[src/rtl/mem_wb_stage.sv]
// MEM->WB pipeline register and writeback datapath: load extraction/extension,
// writeback select, GRF write port, W->D bypass and retired-instruction counter.
module mem_wb_stage #(
    parameter logic [31:0] RESET_PC = 32'h0000_3000,
    parameter int          CNT_W    = 32
) (
    input  logic              clk,
    input  logic              reset,
    input  logic              stall,
    input  logic              flush,
    input  logic              m_valid,
    input  logic [31:0]       m_pc,
    input  logic              m_reg_we,
    input  logic [4:0]        m_reg_addr,
    input  logic [1:0]        m_wd_sel,
    input  logic [31:0]       m_alu_result,
    input  logic [31:0]       m_mem_rdata,
    input  logic [2:0]        m_load_type,
    input  logic [31:0]       m_hilo_value,
    output logic              grf_we,
    output logic [4:0]        grf_a3,
    output logic [31:0]       grf_wd,
    output logic [31:0]       grf_pc,
    output logic              fwd_valid,
    output logic [4:0]        fwd_addr,
    output logic [31:0]       fwd_data,
    output logic [CNT_W-1:0]  instret
);

    localparam logic [2:0] LT_LW  = 3'b000;
    localparam logic [2:0] LT_LB  = 3'b001;
    localparam logic [2:0] LT_LBU = 3'b010;
    localparam logic [2:0] LT_LH  = 3'b011;
    localparam logic [2:0] LT_LHU = 3'b100;

    logic        w_valid;
    logic [31:0] w_pc;
    logic        w_reg_we;
    logic [4:0]  w_reg_addr;
    logic [1:0]  w_wd_sel;
    logic [31:0] w_alu;
    logic [31:0] w_rdata;
    logic [2:0]  w_ltype;
    logic [31:0] w_hilo;

    always_ff @(posedge clk) begin
        if (reset || flush) begin
            w_valid    <= 1'b0;
            w_pc       <= RESET_PC;
            w_reg_we   <= 1'b0;
            w_reg_addr <= 5'd0;
            w_wd_sel   <= 2'd0;
            w_alu      <= 32'd0;
            w_rdata    <= 32'd0;
            w_ltype    <= 3'd0;
            w_hilo     <= 32'd0;
        end else if (!stall) begin
            w_valid    <= m_valid;
            w_pc       <= m_pc;
            w_reg_we   <= m_reg_we;
            w_reg_addr <= m_reg_addr;
            w_wd_sel   <= m_wd_sel;
            w_alu      <= m_alu_result;
            w_rdata    <= m_mem_rdata;
            w_ltype    <= m_load_type;
            w_hilo     <= m_hilo_value;
        end
    end

    // Counts the instruction leaving W, so a flushed or stalled one is not counted.
    always_ff @(posedge clk) begin
        if (reset)
            instret <= '0;
        else if (!flush && !stall && w_valid)
            instret <= instret + 1'b1;
    end

    logic [7:0]  load_byte;
    logic [15:0] load_half;
    logic [31:0] load_data;
    logic [31:0] wb_data;

    always_comb begin
        load_byte = 8'd0;
        load_half = 16'd0;
        load_data = w_rdata;
        case (w_alu[1:0])
            2'd0:    load_byte = w_rdata[7:0];
            2'd1:    load_byte = w_rdata[15:8];
            2'd2:    load_byte = w_rdata[23:16];
            default: load_byte = w_rdata[31:24];
        endcase
        load_half = w_alu[1] ? w_rdata[31:16] : w_rdata[15:0];
        case (w_ltype)
            LT_LB:   load_data = {{24{load_byte[7]}}, load_byte};
            LT_LBU:  load_data = {24'd0, load_byte};
            LT_LH:   load_data = {{16{load_half[15]}}, load_half};
            LT_LHU:  load_data = {16'd0, load_half};
            LT_LW:   load_data = w_rdata;
            default: load_data = w_rdata;
        endcase
    end

    always_comb begin
        wb_data = w_alu;
        case (w_wd_sel)
            2'b00:   wb_data = w_alu;
            2'b01:   wb_data = load_data;
            2'b10:   wb_data = w_pc + 32'd8;
            default: wb_data = w_hilo;
        endcase
    end

    // $0 is hardwired, so a write to it never reaches the GRF or the bypass.
    assign grf_we    = w_valid & w_reg_we & (w_reg_addr != 5'd0);
    assign grf_a3    = w_reg_addr;
    assign grf_wd    = wb_data;
    assign grf_pc    = w_pc;
    assign fwd_valid = grf_we;
    assign fwd_addr  = grf_a3;
    assign fwd_data  = grf_wd;

endmodule

[config.mk]
export PLATFORM = sky130hd
export DESIGN_NAME = mem_wb_stage
export DESIGN_NICKNAME = d
export VERILOG_FILES = /design/src/rtl/mem_wb_stage.sv
export SDC_FILE = /design/constraint.sdc
export NUM_CORES = 1
export LEC_CHECK = 0
export ABC_AREA = 1
export CELL_PAD_IN_SITES_DETAIL_PLACEMENT = 0
export CELL_PAD_IN_SITES_GLOBAL_PLACEMENT = 2
export CORE_ASPECT_RATIO = 0.8
export CORE_MARGIN = 2
export CORE_UTILIZATION = 27
export CTS_BUF_LIST = sky130_fd_sc_hd__clkbuf_4 sky130_fd_sc_hd__clkbuf_8
export DETAILED_ROUTE_END_ITERATION = 8
export PLACE_DENSITY_LB_ADDON = 0.08
export SLEW_MARGIN = 0
export SYNTH_ARGS = -nofsm -noshare
export SYNTH_HDL_FRONTEND = slang
export SYNTH_SLANG_ARGS = --single-unit
[constraint.sdc]
create_clock -name clk -period 3.8 [get_ports clk]
set_input_delay 0.38 -clock clk [delete_from_list [all_inputs] [get_ports clk]]
set_output_delay 0.38 -clock clk [all_outputs]
set_load 0.05 [all_outputs]
==> run_results.csv, run 1 <==
group,metric,value,unit
sta,max_slew_margin,30.29,%
sta,setup_tns,0,ns
critical_path,required,3.42,ns
grt,overflow,0,
logic_synthesis,syn_inst,1480,
place,dpl.hpwl,33480,um
sta,drv_slew,0,
floorplanning,die_w,212.8,um
critical_path,cp_max_fo,17,
floorplanning,rows,61,
sta,tightest_slew,1.046,ns
grt,grt_pass1_wl,62460,um
cts,clock-sinks,172,
sta,setup_viol,0,
critical_path,critPathArrivalTime,3.09,ns
grt,grt_antenna_before_repair,8,
drt,via_count,10409,
cts,clkSlewWorstSetupHoldPaths,0.11,ns
critical_path,crit_path_end_kind,"output pin",
power_and_ir_drop,irDropWorstVdd,0.0001756,V
place,place_congestion,0.8345,
cts,root_buffer,"clkbuf_8",
finish,seqCellArea,0.003443,sq mm
sta,layout_setup_ws,0.3250,ns
drt,routed_via_density,4.784,
logic_synthesis,avgSynthCellArea,6.361,sq um
drt,ant_nets,0,
sta,holdWs,0.4148,ns
drt,wire_per_inst,19.84,um
logic_synthesis,yosys.area.top_type,"dfxtp_1",
place,io_buffers,283,
grt,first_global_vias,9548,
logic_synthesis,seq_area_frac_synth,36.58,%
finish,fillers,3855,
logic_synthesis,syn_nets,1626,
logic_synthesis,yosys.area.top_type_share,36.58,%
sta,period_needed,3.475,ns
finish,drive_gt1_share,5.235,%
hold_path,hold_path_class,"input pin to register",
power_and_ir_drop,p_per_area,315.3,mW/mm^2
power_and_ir_drop,finalPower,4.024,mW
drt,drt_wl_total,43170,um
sta,hold_viol_final,0,
floorplanning,die_height,171.0,um
power_and_ir_drop,p_leak,4.406,nW
cts,numCtsBuffers,17,
sta,max_freq,0.2878,GHz
floorplanning,die_area,0.03639,sq mm
drt,firstDrtPassIters,5,
floorplanning,core_area,0.03457,sq mm
flow_run,maxCapViolations,0,
critical_path,critPathKind,"register to output pin",
cts,cts_buffer_depth,2,
logic_synthesis,synth_area,0.009414,sq mm
drt,drt-initial-drc-count,801,
critical_path,startpoint_type,"register",
place,pre_cts_slack,0.8335,ns
cts,cts_tree,"yes",
logic_synthesis,synthTopCellsByArea,"dfxtp_1 37%, nand2_1 21%, a21oi_1 10%, nand3_1 4.7%, nor2_1 4.1%",
sta,clock_skew,0.01415,ns
finish,fin_nets,1834,
logic_synthesis,ys_types,34,
logic_synthesis,yosysWarnings,0,
floorplanning,io_pins,284,
logic_synthesis,synth-seq-cells,172,
sta,rsz0062_at_grt,"no",
finish,multi_input_area,0.004962,sq mm
cts,ctsHtreeMaxLevel,4,
sta,timing.final.crit_share,91.45,%
grt,grt_max_degree,112,
floorplanning,initial_core_util,27.23,%
cts,clkLatencyLatePin,0.51,ns
drt,drc_errors,0,
grt,grtUsageTotal,23.50,%
cts,postCtsSetupBuffers,0,
run_status,outcome,"complete, no violations",
finish,synthToLayoutAreaGrowth,35.57,%
## final timing paths
| check | start | slack (ns) | cells past startpoint | endpoint |
|---|---|---|---|---|
| setup / recovery | w_ltype[0]$_SDFFE_PP0N_ | 0.33 | 8 | fwd_data[20] |
| hold / removal | m_pc[0] | 0.41 | 3 | grf_pc[0]$_SDFFE_PP0N_ |
| setup reg to reg | w_valid$_SDFFE_PP0N_ | 1.99 | 10 | instret[13]$_SDFFE_PP0P_ |
| hold reg to reg | w_hilo[0]$_SDFFE_PP0N_ | 0.47 | 2 | w_hilo[0]$_SDFFE_PP0N_ |
## cell families after synthesis
| family | count (synthesis) | share of synthesized area, % |
|---|---|---|
| AO/OA/AOI/OAI | 301 | 16.81 |
| adder cells (fa/ha/maj) | 2 | 0.2658 |
| buffers and inverters | 216 | 10.77 |
| flip-flops | 172 | 36.58 |
| AND/OR/NAND/NOR | 789 | 35.58 |
## area by class of cell
cell class                 count  share of cell area (%)
antenna                        4                 0.07843
clock buffer                  18                   1.941
clock inverter                13                  0.9412
inverter                     105                   3.108
multi-input combinational   1092                   38.88
sequential                   172                   26.98
tap                          472                   4.627
timing repair buffer         300                   23.44
## metrics by stage
| step | util (%) | cell area (sq um) | instances |
|---|---|---|---|
| floorplan | - | 9414 | 1480 |
| global placement | 35.81 | 12380 | 2141 |
| detailed placement | 35.81 | 12380 | 2141 |
| CTS | 36.87 | 12750 | 2172 |
| global route | 36.90 | 12760 | 2174 |
| finish | 36.91 | 12760 | 2176 |
## critical path, cell delays in order, from the launching register on
cell and delay (ns):
dfxtp_1 0.42, nand3_1 0.15, nand2_4 0.22, nor2_4 0.12, buf_4 0.20, a21oi_1 0.36, nand2_1 0.17, nand4_1 0.13
clkdlybuf4s50_1 0.82
## layer usage
| metal | share of wire (%) | vias to the layer above | wire, um | GRT usage, % |
|---|---|---|---|---|
| met3 | 7.7 | 26 | 3342 | 6.131 |
| met5 | 0.095 | - | 41 | 0 |
| li1 | - | 5218 | - | - |
| met1 | 53 | 4831 | 22800 | 37.27 |
| met2 | 39 | 328 | 16640 | 31.07 |
| met4 | 0.81 | 6 | 351 | 4.013 |
## power breakdown
| part | switching (mW) | internal [mW] | total [mW] | leakage (nW) |
|---|---|---|---|---|
| combinational | 0.504 | 0.307 | 0.811 | 2.83 |
| clock | 0.773 | 0.535 | 1.31 | 0.175 |
| sequential | 0.0509 | 1.86 | 1.91 | 1.40 |
| total | 1.33 | 2.70 | 4.02 | 4.41 |
## what timing repair did
action                                  4_1_cts  5_1_grt
endpoints found under the setup margin        0        2
resized for setup                             0        2
hold buffers                                  0        0
endpoints found under the hold margin         0        0
## flip-flops by register name (all words and copies together), names as in the netlist
| register | count |
|---|---|
| w_wd_sel | 2 |
| w_rdata | 32 |
| fwd_addr | 5 |
| w_alu | 32 |
| w_reg_we | 1 |
| instret | 32 |
| w_ltype | 3 |
| w_valid | 1 |
| w_hilo | 32 |
| grf_pc | 32 |
## placed cells by master (no fill, tap or decap), types with 2 or more instances in the layout
cell | synthesis | routed
nand2_2 | 2 | 2
o21a_1 | 3 | 3
nand4_1 | 39 | 39
buf_12 | 0 | 2
nor2_1 | 102 | 100
ha_1 | 2 | 2
dlymetal6s2s_1 | 0 | 2
nand2_1 | 521 | 521
clkinv_4 | 0 | 2
nor2_2 | 9 | 11
o21ai_0 | 75 | 75
nand3_1 | 89 | 89
clkdlybuf4s50_1 | 0 | 280
nand3_4 | 2 | 2
inv_2 | 7 | 7
buf_4 | 42 | 15
dfxtp_1 | 172 | 172
o21bai_1 | 8 | 8
o21ai_1 | 3 | 3
nand3_2 | 6 | 6
diode_2 | 0 | 4
nand2_4 | 2 | 2
and2_1 | 3 | 3
nor2_4 | 7 | 7
clkinvlp_4 | 0 | 5
clkbuf_8 | 0 | 18
nor3_1 | 5 | 5
clkinv_2 | 0 | 3
a21oi_1 | 193 | 193
inv_1 | 96 | 96
o211ai_1 | 15 | 15
a21boi_0 | 2 | 2
## Yosys cell counts (all sizes together)
cell    instances
o22ai           1
nor2          118
clkinv          1
nand2         525
o21bai          8
or2             1
buf            68
o21ba           1
a21boi          2
nand4          39
clkbuf         43
o211ai         15
a21oi         193
nor3            5
o21a            3
nand3          97
and2            3
dfxtp         172
inv           104
o21ai          78
ha              2
nor4            1
No activity file was read; power rests on OpenSTA's default activity.
==> run 2: changes to the inputs <==
--- a/config.mk
+++ b/config.mk
@@ -10,7 +10,7 @@
 export CELL_PAD_IN_SITES_GLOBAL_PLACEMENT = 2
 export CORE_ASPECT_RATIO = 0.8
 export CORE_MARGIN = 2
-export CORE_UTILIZATION = 27
+export CORE_UTILIZATION = 23
 export CTS_BUF_LIST = sky130_fd_sc_hd__clkbuf_4 sky130_fd_sc_hd__clkbuf_8
 export DETAILED_ROUTE_END_ITERATION = 8
 export PLACE_DENSITY_LB_ADDON = 0.08
==> constraint.sdc (replaced) <==
create_clock -name clk -period 3.17 [get_ports clk]
set_input_delay 0.317 -clock clk [delete_from_list [all_inputs] [get_ports clk]]
set_output_delay 0.317 -clock clk [all_outputs]
set_load 0.05 [all_outputs]
==> run_results.csv, run 2 (synthesis results as in run 1) <==
group,metric,value,unit
run_status,outcome,"complete, no violations",
drt,wire_per_inst,20.10,um
drt,via_count,10321,
sta,max_slew_margin,32.41,%
floorplanning,die_height,185.0,um
critical_path,crit_path_end_kind,"output pin",
drt,drc_errors,0,
grt,grt_max_degree,95,
sta,timing.final.crit_share,93.07,%
drt,firstDrtPassIters,5,
drt,drt-initial-drc-count,629,
cts,clkSlewWorstSetupHoldPaths,0.12,ns
cts,cts_resized,0,
sta,max_freq,0.3390,GHz
drt,ant_nets,0,
sta,setup_viol,0,
power_and_ir_drop,finalPower,5.047,mW
floorplanning,io_pins,284,
sta,hold_viol_final,0,
hold_path,hold_path_class,"input pin to register",
cts,postCtsSetupBuffers,0,
critical_path,cp_max_fo,12,
cts,root_buffer,"clkbuf_8",
floorplanning,die_area,0.04257,sq mm
drt,routed_via_density,4.583,
floorplanning,die_w,230.2,um
floorplanning,rows,66,
floorplanning,core_area,0.04055,sq mm
finish,layout_common_cells,"520 x nand2_1, 218 x clkdlybuf4s50_1, 193 x a21oi_1",
sta,clock_skew,0.02377,ns
finish,layout_commonest_cell,"nand2_1",
sta,drv_slew,0,
cts,cts_tree,"yes",
finish,stdcell_area,0.01286,sq mm
place,placedInstanceArea,0.01242,sq mm
drt,drt_wl_total,45270,um
grt,grt_pass1_wl,65900,um
cts,cts_buffer_depth,2,
place,dpl.hpwl,35290,um
cts,cts_hold_buf,0,
sta,setup_tns,0,ns
critical_path,critPathKind,"register to output pin",
place,place_congestion,0.8298,
sta,tightest_slew,1.014,ns
finish,drive_gt1_share,9.384,%
critical_path,startpoint_type,"register",
cts,ctsHtreeMaxLevel,4,
grt,overflow,0,
finish,fin_nets,1838,
sta,rsz0062_at_grt,"no",
finish,synthToLayoutAreaGrowth,36.59,%
critical_path,critPathArrivalTime,2.63,ns
place,io_buffers,283,
power_and_ir_drop,p_per_area,392.5,mW/mm^2
cts,clock-sinks,172,
finish,fillers,4556,
power_and_ir_drop,irDropWorstVdd,0.0002604,V
finish,fin_util,31.71,%
grt,first_global_vias,9923,
flow_run,maxCapViolations,0,
critical_path,required,2.85,ns
grt,grt_antenna_before_repair,3,
place,dp_cells,2216,
finish,fin_cells,2252,
power_and_ir_drop,p_leak,4.571,nW
grt,grtUsageTotal,21.10,%
sta,period_needed,2.950,ns
cts,clkLatencyLatePin,0.51,ns
cts,numCtsBuffers,17,
floorplanning,initial_core_util,23.22,%
==> run 2: cell types whose count changed in the layout (fill, tap and decap cells not counted), moves of 4 or more <==
cell / delta
buf_4: +60
buf_12: +7
clkinvlp_4: -4
clkdlybuf4s50_1: -62
inv_6: +4
==> run 2: cell type report <==
class                           count  area (sq um)  share of cell area (%)
Timing Repair Buffer              303          2937                   22.84
Tap cell                          544         680.7                   5.293
Multi-Input combinational cell   1093          4971                   38.66
Clock buffer                       18         241.5                   1.878
Antenna cell                        3         7.507                 0.05838
Sequential cell                   172          3445                   26.79
Clock inverter                     14         180.2                   1.401
Inverter                          105         396.6                   3.085
==> run 2: power breakdown <==
group	switching, mW	internal, mW
Clock	0.971	0.806
Combinational	0.617	0.364
Sequential	0.0654	2.22
==> run 2: metal layers <==
metal / wire length [um] / track usage (%)
met1: 23450 / 31.58
met5: 16 / 0
met2: 19200 / 30.94
met3: 2136 / 4.110
met4: 472 / 4.413
==> run 2: path summary, 6_finish.rpt <==
check,end,cells past startpoint,startpoint,slack [ns]
setup / recovery,grf_wd[14],8,w_alu[0]$_SDFFE_PP0N_,0.22
hold reg to reg,w_hilo[4]$_SDFFE_PP0N_,2,w_hilo[4]$_SDFFE_PP0N_,0.47
hold / removal,w_alu[16]$_SDFFE_PP0N_,3,m_alu_result[16],0.35
setup reg to reg,instret[19]$_SDFFE_PP0P_,8,w_valid$_SDFFE_PP0N_,1.31
==> run 2: per-stage QoR <==
step	hold WS, ns	setup slack [ns]
CTS	0.3140	0.07651
detailed placement	0.4563	0.6484
floorplan	0.4445	0.2767
finish	0.3502	0.2198
global route	0.3288	0.004714
global placement	0.4551	0.7080
==> run 2: critical path, stage by stage (launching register included) <==
cell     delay, ns
dfxtp_1       0.66
nand2_1       0.12
inv_2         0.16
nand2_1       0.12
nand3_4       0.18
nand3_1       0.10
nand2_1       0.08
nand4_1       0.38
buf_12        0.32
